$ cat src/rtl/rggen_register_initiator.sv
// Host-to-register bridge: accepts one request, broadcasts it to the register responders, returns a response.
// Optional BUSY timeout is compiled in with `define RGGEN_INITIATOR_TIMEOUT_EN.
module rggen_register_initiator #(
  parameter int ADDRESS_WIDTH  = 8,
  parameter int BUS_WIDTH      = 32,
  parameter int REGISTERS      = 1,
  parameter int TIMEOUT_CYCLES = 16
) (
  input  logic                           i_clk,
  input  logic                           i_rst_n,
  input  logic                           i_request_valid,
  output logic                           o_request_ready,
  input  logic [1:0]                     i_request_access,
  input  logic [ADDRESS_WIDTH-1:0]       i_request_address,
  input  logic [BUS_WIDTH-1:0]           i_request_write_data,
  input  logic [BUS_WIDTH/8-1:0]         i_request_strobe,
  output logic                           o_response_valid,
  input  logic                           i_response_ready,
  output logic [1:0]                     o_response_status,
  output logic [BUS_WIDTH-1:0]           o_response_read_data,
  output logic                           o_register_valid,
  output logic [1:0]                     o_register_access,
  output logic [ADDRESS_WIDTH-1:0]       o_register_address,
  output logic [BUS_WIDTH-1:0]           o_register_write_data,
  output logic [BUS_WIDTH-1:0]           o_register_strobe,
  input  logic [REGISTERS-1:0]           i_register_active,
  input  logic [REGISTERS-1:0]           i_register_ready,
  input  logic [2*REGISTERS-1:0]         i_register_status,
  input  logic [BUS_WIDTH*REGISTERS-1:0] i_register_read_data
);

  localparam int STROBE_WIDTH = BUS_WIDTH / 8;

  if ((BUS_WIDTH % 8) != 0 || REGISTERS < 1 || TIMEOUT_CYCLES < 2) begin : g_param_check
    $error("rggen_register_initiator: illegal parameter combination");
  end

  typedef enum logic [1:0] {
    IDLE     = 2'd0,
    BUSY     = 2'd1,
    RESPONSE = 2'd2
  } state_e;

  state_e                     state_q, state_d;
  logic [1:0]                 access_q;
  logic [ADDRESS_WIDTH-1:0]   address_q;
  logic [BUS_WIDTH-1:0]       write_data_q;
  logic [STROBE_WIDTH-1:0]    strobe_q;
  logic [1:0]                 status_q, status_d;
  logic [BUS_WIDTH-1:0]       read_data_q, read_data_d;

  logic                       accept;
  logic                       finish;
  logic                       no_active;
  logic                       hit;
  logic                       timeout;
  logic [REGISTERS-1:0]       selected;
  logic [1:0]                 selected_status;
  logic [BUS_WIDTH-1:0]       selected_data;

  assign accept    = (state_q == IDLE) && i_request_valid;
  assign selected  = i_register_active & i_register_ready;
  assign no_active = ~|i_register_active;
  assign hit       = |selected;
  assign finish    = (state_q == BUSY) && (no_active || hit || timeout);

  // Responders are wired-OR: every selected entry contributes to the result.
  always_comb begin
    selected_status = '0;
    selected_data   = '0;
    for (int k = 0; k < REGISTERS; k++) begin
      if (selected[k]) begin
        selected_status = selected_status | i_register_status[2*k+:2];
        selected_data   = selected_data | i_register_read_data[BUS_WIDTH*k+:BUS_WIDTH];
      end
    end
  end

`ifdef RGGEN_INITIATOR_TIMEOUT_EN
  localparam int COUNT_WIDTH = $clog2(TIMEOUT_CYCLES);
  logic [COUNT_WIDTH-1:0] count_q, count_d;

  assign timeout = (count_q == COUNT_WIDTH'(TIMEOUT_CYCLES - 1));

  always_comb begin
    count_d = '0;
    if ((state_q == BUSY) && !finish) begin
      count_d = count_q + 1'b1;
    end
  end

  always_ff @(posedge i_clk or negedge i_rst_n) begin
    if (!i_rst_n) begin
      count_q <= '0;
    end else begin
      count_q <= count_d;
    end
  end
`else
  assign timeout = 1'b0;
`endif

  // Decode error beats a responder hit, which beats a timeout in the same cycle.
  always_comb begin
    status_d    = status_q;
    read_data_d = read_data_q;
    if (finish) begin
      if (no_active) begin
        status_d    = 2'b11;
        read_data_d = '0;
      end else if (hit) begin
        status_d    = selected_status;
        read_data_d = access_q[0] ? '0 : selected_data;
      end else begin
        status_d    = 2'b10;
        read_data_d = '0;
      end
    end
  end

  always_ff @(posedge i_clk or negedge i_rst_n) begin
    if (!i_rst_n) begin
      state_q <= IDLE;
    end else begin
      state_q <= state_d;
    end
  end

  always_comb begin
    state_d = state_q;
    case (state_q)
      IDLE:     if (accept) state_d = BUSY;
      BUSY:     if (finish) state_d = RESPONSE;
      RESPONSE: if (i_response_ready) state_d = IDLE;
      default:  state_d = IDLE;
    endcase
  end

  always_comb begin
    o_request_ready  = (state_q == IDLE);
    o_register_valid = (state_q == BUSY);
    o_response_valid = (state_q == RESPONSE);
  end

  always_ff @(posedge i_clk or negedge i_rst_n) begin
    if (!i_rst_n) begin
      access_q     <= '0;
      address_q    <= '0;
      write_data_q <= '0;
      strobe_q     <= '0;
      status_q     <= '0;
      read_data_q  <= '0;
    end else begin
      if (accept) begin
        access_q     <= i_request_access;
        address_q    <= i_request_address;
        write_data_q <= i_request_write_data;
        strobe_q     <= i_request_strobe;
      end
      status_q    <= status_d;
      read_data_q <= read_data_d;
    end
  end

  for (genvar gi = 0; gi < STROBE_WIDTH; gi++) begin : g_strobe
    assign o_register_strobe[8*gi+:8] = {8{strobe_q[gi]}};
  end

  assign o_register_access     = access_q;
  assign o_register_address    = address_q;
  assign o_register_write_data = write_data_q;
  assign o_response_status     = status_q;
  assign o_response_read_data  = read_data_q;

endmodule

$ cat config.mk
export PLATFORM = sky130hd
export DESIGN_NAME = rggen_register_initiator
export DESIGN_NICKNAME = d
export VERILOG_FILES = /design/src/rtl/rggen_register_initiator.sv
export SDC_FILE = /design/constraint.sdc
export NUM_CORES = 1
export LEC_CHECK = 0
export BUFFER_PORTS_ARGS = -buffer_cell sky130_fd_sc_hd__buf_2
export CORE_ASPECT_RATIO = 2
export CORE_MARGIN = 2
export CORE_UTILIZATION = 43
export CTS_CLUSTER_SIZE = 28
export DETAILED_ROUTE_END_ITERATION = 10
export PLACE_DENSITY = 0.79
export SYNTH_ARGS = -nofsm -noshare
export SYNTH_HDL_FRONTEND = slang
export SYNTH_SLANG_ARGS = --single-unit
$ cat constraint.sdc
create_clock -name i_clk -period 1.9 [get_ports i_clk]
set_clock_uncertainty 0.2 [all_clocks]
set_input_delay 0.19 -clock i_clk [delete_from_list [all_inputs] [get_ports i_clk]]
set_output_delay 0.19 -clock i_clk [all_outputs]
set_load 0.02 [all_outputs]
==> out/qor.yml <==
outcome:
  status: "completed"
critical_path:
  reg2reg_slack_ns: 0.19
  endpoint_kind: "flop"
  cp-start-kind: "input port"
  crit_required_ns: 1.91
  arrival_ns: 1.81
  criticalPathCategory: "in2reg"
  critPathMaxFanout: 5
logic_synthesis:
  yosysWarnings: 0
  synth_top_area_cell: "dfrtp_1"
  synth_area_leaders: "dfrtp_1, mux2_4, mux2_1"
  yosysUniqueCellTypes: 19
  ys_seq_area_frac: 0.618
  ys_seq_elements: 82
  synth_top_cell_area_share: 0.618
  postSynthAreaPerCell_um2: 15.3
  syn_nets: 303
  synth_cells: 217
  synth_area_um2: 3320
detailed_routing:
  firstDrtPassIters: 4
  finalWirelength_mm: 9.63
  routedWlPerCell_um: 16.8
  routed_via_density: 4.86
  drc_errors: 0
  drtAntennaViolNets: 0
  initialDrtViolationCount: 100
  vias: 2783
pwr:
  power.share.switching: 0.408
  p_leak_nw: 2.79
  ir_drop_mv: 0.822
  intPower_mw: 5.35
  power_frac_comb: 0.471
  switching_power_mw: 3.70
  pwr-share-clk: 0.191
  power_mw: 9.05
  power_frac_seq: 0.338
  powerDensity_nw_per_um2: 1690
timing:
  holdWs_ns: 0.166
  fin_crit_sh: 0.946
  setup_viol: 0
  maxSlewViolCount: 0
  final.setup.tns_ns: 0
  rsz0062_at_grt: "no"
  hold_violations: 0
  max_freq_mhz: 556
  period_minus_slack_ns: 1.80
  slew_headroom: 0.684
  worstMarginPinSlew_ns: 0.474
cts:
  clkTransAtPathRegs_ns: 0.06
  cts_buffers: 9
  post_cts_buffers: 0
  clkSinkCount: 82
  clock_latency_ns: 0.33
  clock_path_buffers: 2
  clockRootBuffer: "clkbuf_16"
  cts.htree.levels: 3
  cts_tree: "built"
global_route:
  grt_max_degree: 48
  antenna_found_initial: 0
  overflow: 0
  grt_pass1_wl_mm: 14.1
  grt_pass1_vias: 2917
  grt_usage: 0.228
layout:
  final_cell_mix: "buf_2, dlygate4sd3_1, dfrtp_1"
  nets: 560
  diodes: 0
  final_common_cell: "buf_2"
  final_area_um2: 5370
  area_growth_pct: 61.8
  drive_gt1_frac: 0.501
run:
  maxCapViolations: 0
floorplanning:
  die_x_um: 66.1
  start_util: 0.440
  dieArea_um2: 8480
  core_um2: 7540
  io_pins: 197
  num_rows: 45
  die_h_um: 128
placed_design:
  placed_cell_area_um2: 4220
  routabilityCongestion: 0.750
  hpwl_mm: 5.79
  port-buffer-count: 196
hold_path:
  hold_class: "in2async"
-- power by group through the flow --
stage | clock network [mW] | logic (mW) | registers (mW)
final | 1.73 | 4.26 | 3.05
after global routing | 1.85 | 4.48 | 3.15
after CTS | 1.78 | 4.23 | 3.04
after detailed placement | 0 | 4.08 | 3.04
after global placement | 0 | 4.01 | 3.01
after floorplan | 0 | 2.05 | 3.98
-- final timing paths --
| check | startpoint | endpoint | cells after the start |
|---|---|---|---|
| hold reg to reg | o_register_write_data[14] | o_register_write_data[14] | 1 |
| setup reg to reg | state_q[1] | o_register_address[0] | 4 |
| hold / removal | i_rst_n | o_register_write_data[14] | 2 |
| setup / recovery | i_register_ready | o_response_status[0] | 6 |
| max in group asynchronous | i_rst_n | o_response_read_data[9] | 3 |
| min in group i_clk | o_register_write_data[14] | o_register_write_data[14] | 1 |
-- per-stage QoR --
| step | utilization | cells | worst slack [ns] |
|---|---|---|---|
| 6_report | 0.712 | 573 | 0.103 |
| 5_1_grt | 0.712 | 573 | 0.0488 |
| 3_3_place_gp | 0.560 | 473 | 0.240 |
| 3_5_place_dp | 0.560 | 473 | 0.196 |
| 2_1_floorplan | - | 217 | 0.0558 |
| 4_1_cts | 0.712 | 573 | 0.127 |
-- critical path: stages --
cell and delay, ns:
dlygate4sd3_1 0.53, buf_2 0.15, nand2b_1 0.18, a21oi_1 0.16, a31oi_1 0.05, dlygate4sd3_1 0.55
-- cell type report --
cell class                      count  area, µm²
Timing Repair Buffer              285       1910
Tap cell                           94        118
Fill cell                         490       2170
Sequential cell                    82       2050
Multi-Input combinational cell     94        976
Inverter                            2       7.51
Clock buffer                       10        239
Clock inverter                      6       66.3
-- kinds of logic (layout without fill, tap and decap cells) --
group	count (synthesis)	count (layout)	synth area share
multiplexers	46	46	0.179
buffers and inverters	41	303	0.0897
AO/OA/AOI/OAI	38	38	0.0950
flip-flops	82	82	0.618
AND/OR/NAND/NOR	10	10	0.0181
-- registers in the layout, indices dropped and copies added (netlist names) --
| name | cells |
|---|---|
| o_register_write_data | 32 |
| o_register_access | 2 |
| o_response_read_data | 32 |
| o_register_address | 8 |
| o_response_status | 2 |
| strobe_q | 4 |
| state_q | 2 |
-- per-layer routing --
layer / vias up / global-route usage / part of all wire
li1: 1252 / - / -
met1: 1350 / 0.219 / 0.33
met2: 149 / 0.421 / 0.57
met3: 32 / 0.0544 / 0.055
met4: 0 / 0.127 / 0.041
met5: - / 0 / 0
-- Yosys cell counts (all sizes together) --
master and number:
a31oi 2, inv 2, nor3b 1, nand3b 1, a22o 32, o21ai 1
o21bai 1, and2 1, nand2 1, nor2 3, mux2 46, buf 39
dfrtp 82, a21oi 2, nand2b 3
-- timing repair --
| action | in CTS | in global routing |
|---|---|---|
| hold endpoints to repair | 117 | 0 |
| hold buffers | 84 | 0 |
| resized for setup | 0 | 0 |
(Power assumes the default switching activity.)
